==> config.mk <==
export PLATFORM = sky130hd
export DESIGN_NAME = int_ctrl
export DESIGN_NICKNAME = d
export VERILOG_FILES = /design/src/rtl/int_ctrl.sv
export SDC_FILE = /design/constraint.sdc
export NUM_CORES = 1
export LEC_CHECK = 0
export ABC_AREA = 0
export CAP_MARGIN = 20
export CELL_PAD_IN_SITES_DETAIL_PLACEMENT = 0
export CELL_PAD_IN_SITES_GLOBAL_PLACEMENT = 1
export CORE_MARGIN = 4
export CORE_UTILIZATION = 29
export DETAILED_ROUTE_END_ITERATION = 8
export GPL_TIMING_DRIVEN = 0
export PLACE_DENSITY = 0.95
export SKIP_LAST_GASP = 1
export SLEW_MARGIN = 40
export SYNTH_ARGS = -nofsm -noshare
export SYNTH_HDL_FRONTEND = slang
export SYNTH_SLANG_ARGS = --single-unit
==> constraint.sdc <==
create_clock -name clk -period 3.2 [get_ports clk]
set_clock_uncertainty 0.2 [all_clocks]
set_input_delay 0.32 -clock clk [delete_from_list [all_inputs] [get_ports clk]]
set_output_delay 0.32 -clock clk [all_outputs]
set_load 0.05 [all_outputs]
==> src/rtl/int_ctrl.sv <==
// rtl/int_ctrl.sv - four-source prioritized interrupt controller (optional nesting via INT_NEST_EN)
module int_ctrl #(
    parameter logic [15:0] INT0_VEC  = 16'h0010,
    parameter logic [15:0] INT1_VEC  = 16'h0020,
    parameter logic [15:0] INT2_VEC  = 16'h0030,
    parameter logic [15:0] INT3_VEC  = 16'h0040,
    parameter logic [15:0] EN_ADDR   = 16'hC002,
    parameter logic [15:0] PEND_ADDR = 16'hC003
) (
    input  logic        clk,
    input  logic        rst,
    input  logic [3:0]  irq,
    input  logic [15:0] addr,
    input  logic        we,
    input  logic        re,
    input  logic [15:0] wdata,
    output logic [15:0] rdata,
    output logic        int_req,
    output logic [15:0] int_vec,
    input  logic        int_ack,
    input  logic        rti
);

    typedef enum logic [1:0] {IDLE = 2'd0, REQ = 2'd1, SERVICE = 2'd2} state_t;

    state_t      state;
    state_t      state_next;
    logic [3:0]  irq_q;
    logic [3:0]  pend;
    logic [3:0]  pend_next;
    logic [3:0]  en;
    logic        gie;
    logic [3:0]  insvc;
    logic [1:0]  id;

    logic [3:0]  rise;
    logic [3:0]  eligible;
    logic        en_wr;
    logic        pend_wr;
    logic        ack_take;
    logic        rti_take;
    logic [3:0]  insvc_low;
    logic [3:0]  insvc_after_rti;
    logic [3:0]  nest_cand;
    logic        launch;
    logic [3:0]  launch_src;
    logic [1:0]  launch_id;
    logic        unused_wdata;

    function automatic logic [1:0] first_set(input logic [3:0] v);
        if (v[0])      first_set = 2'd0;
        else if (v[1]) first_set = 2'd1;
        else if (v[2]) first_set = 2'd2;
        else           first_set = 2'd3;
    endfunction

    function automatic logic [15:0] vector_of(input logic [1:0] i);
        case (i)
            2'd0:    vector_of = INT0_VEC;
            2'd1:    vector_of = INT1_VEC;
            2'd2:    vector_of = INT2_VEC;
            default: vector_of = INT3_VEC;
        endcase
    endfunction

    assign unused_wdata    = &{1'b0, wdata[15:5]};
    assign rise            = irq & ~irq_q;
    assign eligible        = pend & en & {4{gie}};
    assign en_wr           = we && (addr == EN_ADDR);
    assign pend_wr         = we && (addr == PEND_ADDR);
    assign ack_take        = (state == REQ) && int_ack;
    assign rti_take        = (state == SERVICE) && rti;
    assign insvc_low       = insvc & (~insvc + 4'd1);
    assign insvc_after_rti = insvc & ~insvc_low;

`ifdef INT_NEST_EN
    // Only sources strictly more urgent than the one currently in service may preempt it
    assign nest_cand = eligible & (insvc_low - 4'd1);
`else
    assign nest_cand = 4'b0000;
`endif

    // Register reads are combinational so data is valid in the same cycle as re
    always_comb begin
        rdata = 16'h0000;
        if (re && addr == EN_ADDR)
            rdata = {11'b0, gie, en};
        else if (re && addr == PEND_ADDR)
            rdata = {8'b0, insvc, pend};
    end

    // State register
    always_ff @(posedge clk) begin
        if (rst)
            state <= IDLE;
        else
            state <= state_next;
    end

    // Next-state logic; rti takes precedence over a nested request in the same cycle
    always_comb begin
        state_next = state;
        case (state)
            IDLE:    if (eligible != 4'b0000) state_next = REQ;
            REQ:     if (int_ack) state_next = SERVICE;
            SERVICE: begin
                if (rti) begin
                    if (insvc_after_rti == 4'b0000) state_next = IDLE;
                end else if (nest_cand != 4'b0000) begin
                    state_next = REQ;
                end
            end
            default: state_next = IDLE;
        endcase
    end

    // Output decode: when a new request is launched and which source it carries
    always_comb begin
        launch     = 1'b0;
        launch_src = 4'b0000;
        case (state)
            IDLE: begin
                launch     = (eligible != 4'b0000);
                launch_src = eligible;
            end
            SERVICE: begin
                launch     = !rti && (nest_cand != 4'b0000);
                launch_src = nest_cand;
            end
            default: begin
                launch     = 1'b0;
                launch_src = 4'b0000;
            end
        endcase
        launch_id = first_set(launch_src);
    end

    // Request handshake: request, vector and id are frozen from launch until ack
    always_ff @(posedge clk) begin
        if (rst) begin
            int_req <= 1'b0;
            int_vec <= 16'h0000;
            id      <= 2'd0;
        end else if (launch) begin
            int_req <= 1'b1;
            int_vec <= vector_of(launch_id);
            id      <= launch_id;
        end else if (ack_take) begin
            int_req <= 1'b0;
        end
    end

    // Pending next value: clears first, then new edges override so a set always wins
    always_comb begin
        pend_next = pend;
        if (pend_wr)
            pend_next = pend_next & ~wdata[3:0];
        if (ack_take)
            pend_next[id] = 1'b0;
        pend_next = pend_next | rise;
    end

    // Edge detector, pending latch, enable register and in-service tracking
    always_ff @(posedge clk) begin
        if (rst) begin
            irq_q <= 4'b0000;
            pend  <= 4'b0000;
            en    <= 4'b0000;
            gie   <= 1'b0;
            insvc <= 4'b0000;
        end else begin
            irq_q <= irq;
            pend  <= pend_next;
            if (en_wr) begin
                en  <= wdata[3:0];
                gie <= wdata[4];
            end
            if (ack_take)
                insvc <= insvc | (4'b0001 << id);
            else if (rti_take)
                insvc <= insvc_after_rti;
        end
    end

endmodule

== After elaboration in Yosys (flattened, before gate mapping) ==
Index checks and enable logic that the tools add are counted.
Word-level totals
  register bits: 38
  input port bits: 42
  word-level logic and storage cells: 72
  output and inout port bits: 33
Operators by class
  reductions and logical operators: 14
  bitwise operators: 14
  order comparisons: 2
  muxes and demuxes: 21
  shifts and indexed selects: 1
  equal/unequal tests: 10
  $add $sub $neg: 1
Operators with widths (count)
  16-bit equality test, second input constant: 2
  4-bit bitwise AND: 7
  7-bit one-hot mux with 3 select lines: 1
  4-bit NOT: 5
  16-bit 2-to-1 mux: 1
  4-bit 2-to-1 mux: 4
  2-bit 2-to-1 mux: 6
  8-bit 2-to-1 mux: 1
  4-bit OR: 2
  1-bit logical AND: 7
  2-bit inequality test, second input constant: 3
  2-bit one-hot mux with 3 select lines: 1
  1-bit 2-to-1 mux: 5
  4-bit by 1-bit adder with 4-bit output, second input constant: 1
  2-bit by 1-bit equality test with 1-bit output, second input constant: 2
  2-bit equality test, second input constant: 2
  2-bit zero test: 2
  4-bit zero test: 1
  4-bit AND reduction: 1
  2-bit nonzero test: 2
  4-bit nonzero test: 1
  1-bit by 2-bit << shifter with 4-bit output, first input constant: 1
  2-bit by 3-bit less-than comparator with 1-bit output, second input constant: 1
  3-bit 2-to-1 mux: 1
  other kinds (3): 3

== Longest topological paths before layout ==
  word-level depth: 9
  mapped depth: 6
  depth with buffers taken out: 6

== Least setup slack after synthesis ==
No wires, ideal clock.
  kind: input -> output
  start point: in addr[5]
  end point: out rdata[0]
  path slack: 1036 ps
  data arrival time: 1644 ps
  data required time: 2680 ps
  buffers on the path: 2
  cell stages on the path: 6
  cells stage by stage: nor4b_2 and4_1 buf_6 and3_1 buf_6 a22o_1
On the way
  cells in the longest elaborated chain, start to end: 4
  elaborated cells between the ends (all ways): 6
  those cells by class: eq/ne (2); mux (2); reduce/logical (2)
Ends and longest elaborated chain
  start: declaration: RTL line 13  | input logic [15:0] addr,
  16-bit equality test: RTL line 88  | else if (re && addr == PEND_ADDR)
  1-bit logical AND: RTL line 88
  8-bit 2-to-1 mux: RTL line 88
  16-bit 2-to-1 mux (*): RTL line 86  | if (re && addr == EN_ADDR)
  end: declaration: RTL line 17  | output logic [15:0] rdata,
Mark *: on every way between the ends. The rest lies on a longest branch, timed or not.

== Worst setup path after layout ==
  start point: in addr[5]
  end point: out rdata[3]
Same word-level chain as after synthesis.

==> flow_metrics.tcl <==
set metrics [dict create \
    whs_path_depth 2 \
    die_h_um 76.5 \
    netlist_top_cells_count "dfxtp_1, buf_4, a22o_1, a21oi_1" \
    sw_frac_of_total_pct 28.2 \
    path_clk_slew_ps 90 \
    clkPwrFrac_pct 29.2 \
    routed_via_density 4.58 \
    grt_first_pass_wirelength_mm 5.17 \
    grt.met1_usage_pct 12.7 \
    fmax_mhz 334 \
    io_pins 75 \
    startpoint_type "input port" \
    syn-instance-count 149 \
    grt_usage_pct 10.6 \
    status "completed" \
    yosysSeqAreaShare_pct 36.7 \
    min_period_over_period_pct 93.5 \
    min_path_type "register to register" \
    required_ps 2680 \
    power-per-cell-area_mw_per_mm2 330 \
    synth_area_leaders "dfxtp_1, buf_4, a22o_1" \
    postRouteAntennaNets 0 \
    grt_overflow 0 \
    clk_latency_ps 270 \
    vias 1223 \
    htreeDepth 1 \
    yosysUniqueCellTypes 35 \
    setup_slack_ps 208 \
    fin_nets 259 \
    core_mm2 0.00444 \
    p_leak_nw 0.879 \
    pwr-share-comb_pct 21.0 \
    busiest_layer "met2" \
    maxSlewHeadroom_pct 66.3 \
    synth_edf_count 0 \
    period_minus_slack_ps 2990 \
    timing_worst_setup_path_type "input port to output pin" \
    globalRouteMet3Util_pct 3.07 \
    synth_top_area_cell "dfxtp_1" \
    drtPass1Iterations 4 \
    area_growth_pct 44.8 \
    synth_area_per_cell_um2 9.14 \
    path_max_fanout 6 \
    initial_core_util_pct 30.7 \
    synth_area_mm2 0.00136 \
    min-delay-start "int_req" \
    grt_max_degree 16 \
    yosysTopAreaCellShare_pct 36.7 \
    max_cap_violations 0 \
    utilization_pct 44.4 \
    clk_path_buf_depth 2 \
    drive_gt1_share_pct 14.9 \
    end_kind "output pin" \
    drc 0 \
    setup_viol 0 \
    design.die.area_mm2 0.00586 \
    port_buffers 42 \
    p_int_mw 0.467 \
    ys_ff_latch 25 \
    finalNonFillerCells 267 \
    worstRegToRegCells 6 \
    yosysWarnings 0 \
    numCtsBuffers 3 \
    worst_pin_slew_ps 504 \
    grt_util_met2_pct 17.7 \
    num_antenna_cells 0 \
    r2r_start "en[1]" \
    grt_pass1_vias 1205 \
    root_buffer "clkbuf_8" \
    rsz0062_at_grt "no" \
    cts_hold_buf 0 \
    hold_viol 0 \
    max-vdd-ir-drop_mv 0.161 \
    die_w_um 76.5 \
    drt-initial-drc-count 115 \
    report.final.slew_viol_count 0 \
    post-cts-setup-buffers 0 \
    hold_end "int_req" \
    net-switching-power_mw 0.184 \
    place_inst 263 \
    dp_hpwl_mm 2.48 \
    reg2reg_slack_ps 1600 \
    synthArstFlopShare_pct 0 \
    synthFlopType "dfxtp_1" \
    cts_tree "done" \
    cts.sinks 25 \
    postRouteWirelength_mm 3.07 \
    post-place-ws_ps -89.6 \
    r2r-end "int_vec[5]" \
    place.gp.congestion 0.749 \
    crit_arrival_ps 2470 \
    post-synth-top-count-cell "dfxtp_1" \
    grt_antenna_before_repair 0 \
    drt-wirelength-per-cell_um 11.5 \
    core.rowCount 24 \
    power_frac_seq_pct 49.8 \
]
==> power by group through the flow <==
stage | Clock, mW | Combinational, mW | Sequential, mW
6_report | 0.190 | 0.137 | 0.324
3_3_place_gp | 0 | 0.135 | 0.331
4_1_cts | 0.196 | 0.136 | 0.324
5_1_grt | 0.207 | 0.146 | 0.325
3_5_place_dp | 0 | 0.136 | 0.331
2_1_floorplan | 0 | 0.0913 | 0.329
==> kinds of logic after synthesis <==
family,after synthesis,share of synthesized area (%)
and+or+nand+nor,53,26.1
AOI/OAI and AO/OA,36,18.2
buffers and inverters,29,14.9
DFF,25,36.7
muxes,3,2.20
adders and majority gates,2,1.65
other,1,0.275
==> how the worst max path moves through the flow <==
stage / start / slack, ps / to / cells after the start
after detailed placement: addr[5] / -90 / rdata[3] / 6
after global routing: addr[5] / 9 / rdata[2] / 6
after global placement: addr[5] / -60 / rdata[3] / 6
final: addr[5] / 210 / rdata[3] / 6
after CTS: addr[5] / 10 / rdata[5] / 8
after floorplan: addr[5] / 1040 / rdata[0] / 6
==> state kept, by name (all words and copies together) (netlist names) <==
name,flops
en,4
id,2
gie,1
insvc,4
int_req,1
state,2
int_vec,3
pend,4
irq_q,4
==> worst max-delay path, cell delays in order <==
cell and delay [ps]:
clkdlybuf4s50_1 410, nor4b_2 310, nand4_1 260, nor3b_2 430, a22o_1 210, dlygate4sd2_1 530
==> stage by stage <==
step | area [um2] | setup TNS, ps | power, mW | hold slack, ps
final | 1970 | 0 | 0.651 | 260
after global routing | 1970 | 0 | 0.678 | 290
after CTS | 1970 | 0 | 0.657 | 265
after detailed placement | 1920 | -408 | 0.467 | 252
after global placement | 1920 | -225 | 0.467 | 250
after floorplan | 1440 | 0 | 0.421 | 203
==> layer usage <==
layer	up-vias	wire length (um)	share of wire (%)
li1	634	-	-
met1	535	1350	44
met2	49	1400	45
met3	5	280	9.1
met4	0	49	1.6
met5	-	0	0
==> cells in the final DEF (no fill, tap or decap), drive strengths merged, types with 2 or more instances in the layout <==
master	netlist	layout
a21oi	10	10
a22o	11	11
and2	3	3
and3b	6	6
buf	23	23
clkbuf	2	5
clkdlybuf4s50	0	34
conb	1	21
dfxtp	25	25
dlygate4sd2	0	5
dlymetal6s2s	0	3
inv	4	4
mux2i	3	3
nand2	4	4
nand2b	4	4
nand3	8	8
nand3b	3	3
nand4	5	5
nor2	4	4
nor2b	6	6
nor3b	4	4
nor4b	2	2
o21ai	8	8
==> area by class of cell <==
class,instances,area (um2)
buffer,25,188
inverter,4,15.0
sequential,25,500
multi-input combinational,115,734
fill,445,2470
clock buffer,3,41.3
tap,52,65.1
timing repair buffer,42,422
clock inverter,1,7.51
==> repair_timing <==
item / 4_1_cts / 5_1_grt
endpoints found under the hold margin: 0 / 0
resized for setup: 5 / 3
cloned: 0 / 0
endpoints found under the setup margin: 5 / 3
(Power assumes the default switching activity.)
==> edit 1 (same settings) <==
Make the reset (`rst`) asynchronous in 3 clocked blocks.
--- a/src/rtl/int_ctrl.sv
+++ b/src/rtl/int_ctrl.sv
@@ -91,5 +91,5 @@
 
     // State register
-    always_ff @(posedge clk) begin
+    always_ff @(posedge clk or posedge rst) begin
         if (rst)
             state <= IDLE;
@@ -137,5 +137,5 @@
 
     // Request handshake: request, vector and id are frozen from launch until ack
-    always_ff @(posedge clk) begin
+    always_ff @(posedge clk or posedge rst) begin
         if (rst) begin
             int_req <= 1'b0;
@@ -162,5 +162,5 @@
 
     // Edge detector, pending latch, enable register and in-service tracking
-    always_ff @(posedge clk) begin
+    always_ff @(posedge clk or posedge rst) begin
         if (rst) begin
             irq_q <= 4'b0000;
Function: differs if rst is asserted again (counterexample within 4 cycles, from zero or initial values and one cycle with rst high); with rst held inactive, the same outputs for 10 cycles.
==> edit 1 against the original RTL <==
- design area increased by 5.7%
- sequential power increased by 10%
- routed wire length up 7.4%
- sequential cell count did not move
- combinational power increased by 36%
- worst setup slack lost 0.075 ns
- area after synthesis increased by 6.7%
- global-route usage up 0.48 points
- die area up 6.0%
- total power increased by 15%
==> edit 1: results (changes against the original RTL) <==
GRT Total Usage=0.111 (+0.00484); cell leakage power=0.996 nW (+13%); WP data arrival=2.55 ns (+0.08 ns); fillers=470 (+5.6%); status=finished clean; multi-input combinational area share=0.340 (-0.0327); maximum VDD drop=0.143 mV (-11%); register area=626 um2 (+25%); Netlist cell types=40 (+14%); P_seq=358 uW (+10%); largest net degree at the start of global routing=26 (+10); mux cell area share after synthesis=0.0731 (+0.0511); vias in the first global route=1218 (+1.1%); ClkCell Share=0.0240 (-0.000735); max frequency=326 MHz (-2.4%); Synth area leaders=dfrtp_1, buf_4, nand2_1, mux2_2, mux2i_1; Top delay family on crit path=buffers and inverters; global-route wire length before repair=5520 um (+6.8%); Final nets=257 (-0.77%); multi-input gate count=111 (-3.5%); Plain + repair buffers=64 (-4.5%); Tot Pwr=750 uW (+15%); RR Endpoint=int_vec[5]; sequential area share after synthesis=0.430 (+0.0630); grt met1 use=0.146 (+0.0192)
edit 1: cell count changes in the layout (fill, tap and decap cells not counted), sizes merged, moves of 6 or more:
| cell | change |
|---|---|
| nor2 | +10 |
| dfrtp | +25 |
| a21oi | -7 |
| a22o | -11 |
| dfxtp | -25 |
| inv | +6 |
| clkdlybuf4s50 | +7 |
| nand2 | +17 |
| nand3 | -6 |
edit 1: repair_timing:
action,4_1_cts,5_1_grt
endpoints found under the hold margin,0,0
setup buffers,0,0
resized for setup,0,1
setup endpoints to repair,0,1
edit 1: stage by stage:
stage                      util  hold slack, ns  cells  area, um2
after floorplan               -           0.147    167       1530
after global placement    0.425           0.205    276       2030
after detailed placement  0.425           0.215    276       2030
after CTS                 0.435           0.204    280       2080
after global routing      0.436           0.243    280       2090
final                     0.436           0.187    280       2090
edit 1: kinds of logic (layout without fill, tap and decap cells):
family,count (synthesis),in the layout
other cells,1,21
buf+inv,31,77
compound gates,21,21
fa+ha+maj,1,1
mux,10,10
flops,25,25
simple gates,58,58
==> edit 2 (same settings) <==
Made on the original files. Build with the macro `INT_NEST_EN` defined.
--- a/src/rtl/int_ctrl.sv
+++ b/src/rtl/int_ctrl.sv
@@ -1,3 +1,5 @@
 // rtl/int_ctrl.sv - four-source prioritized interrupt controller (optional nesting via INT_NEST_EN)
+`define INT_NEST_EN
+
 module int_ctrl #(
     parameter logic [15:0] INT0_VEC  = 16'h0010,
Formal check against the unedited RTL: not equivalent (a bounded check fails within 10 cycles, from zero or initial values and one cycle with rst high).
==> edit 2 against the original RTL <==
- worst hold slack better by 0.0031 ns
- sequential cell count is the same
- count of clock-buffer cells in the layout unchanged
- total power decreased by 0.57%
- area after synthesis increased by 12%
- routed wire length grew 28%
- worst setup slack lost 0.076 ns
- clock power is 3% lower
- design area grew 9.0%
- die area rose by 11%
- critical path type unchanged
- critical endpoint unchanged
==> edit 2: results (changes against the original RTL) <==
status=finished clean; Port Buffer Count=41 (-2.4%); syn avg cell area=8.62 um2 (-5.8%); Initial DRC Count=126 (+9.6%); sequential area share after synthesis=0.328 (-0.0392); DP HPWL=3220 um (+30%); worst-margin pin slew=0.545 ns (+0.0406 ns); mux cell area share after synthesis=0.0230 (+0.000931); maximum VDD drop=0.147 mV (-8.4%); Synth Area in Adders=0.0148 (-0.00176); worst r2r path cells=4 (-2); GR Util met2=0.217 (+0.0403); largest net degree at the start of global routing=15 (-1); grt met1 use=0.159 (+0.0327); clock power share=0.284 (-0.008); Plain + repair buffers=66 (-1.5%); Final nets=286 (+10%); placed insts=308 (+17%); worst r2r src=state[1]; commonest cells in the netlist=dfxtp_1, buf_4, a21oi_1, o21ai_0, nand2_1; fillers=532 (+20%); HP Start=irq_q[0]; GRT Total Usage=0.127 (+0.0211); footprint of the multi-input gates=926 um2 (+26%); routed wl met2=1910 um (+37%); Placer Congestion=0.800 (+6.9%)
## edit 2: cell types whose count changed after synthesis, sizes merged, moves of 3 or more
| cell | before | now |
|---|---|---|
| a22o | 11 | 7 |
| nor2b | 6 | 9 |
| a41o | 0 | 3 |
| a21oi | 10 | 13 |
| o21ai | 8 | 12 |
| and3b | 6 | 1 |
| nor2 | 4 | 8 |
| nand2 | 4 | 11 |
## edit 2: critical path: stages
cell	delay, ns
clkdlybuf4s50_1	0.40
nor4b_1	0.53
nand4_1	0.24
nor2_1	0.35
a22o_1	0.18
dlygate4sd2_1	0.53
## edit 2: what timing repair did
action,CTS,global route
endpoints found under the setup margin,8,5
pin swaps,0,0
hold endpoints to repair,0,0
gates resized for setup,10,2
## edit 2: how the worst max path moves through the flow
stage / from / endpoint
floorplan: addr[9] / rdata[0]
global placement: addr[4] / rdata[2]
global route: addr[3] / rdata[2]
finish: addr[3] / rdata[3]
detailed placement: addr[9] / rdata[1]
CTS: addr[9] / rdata[1]
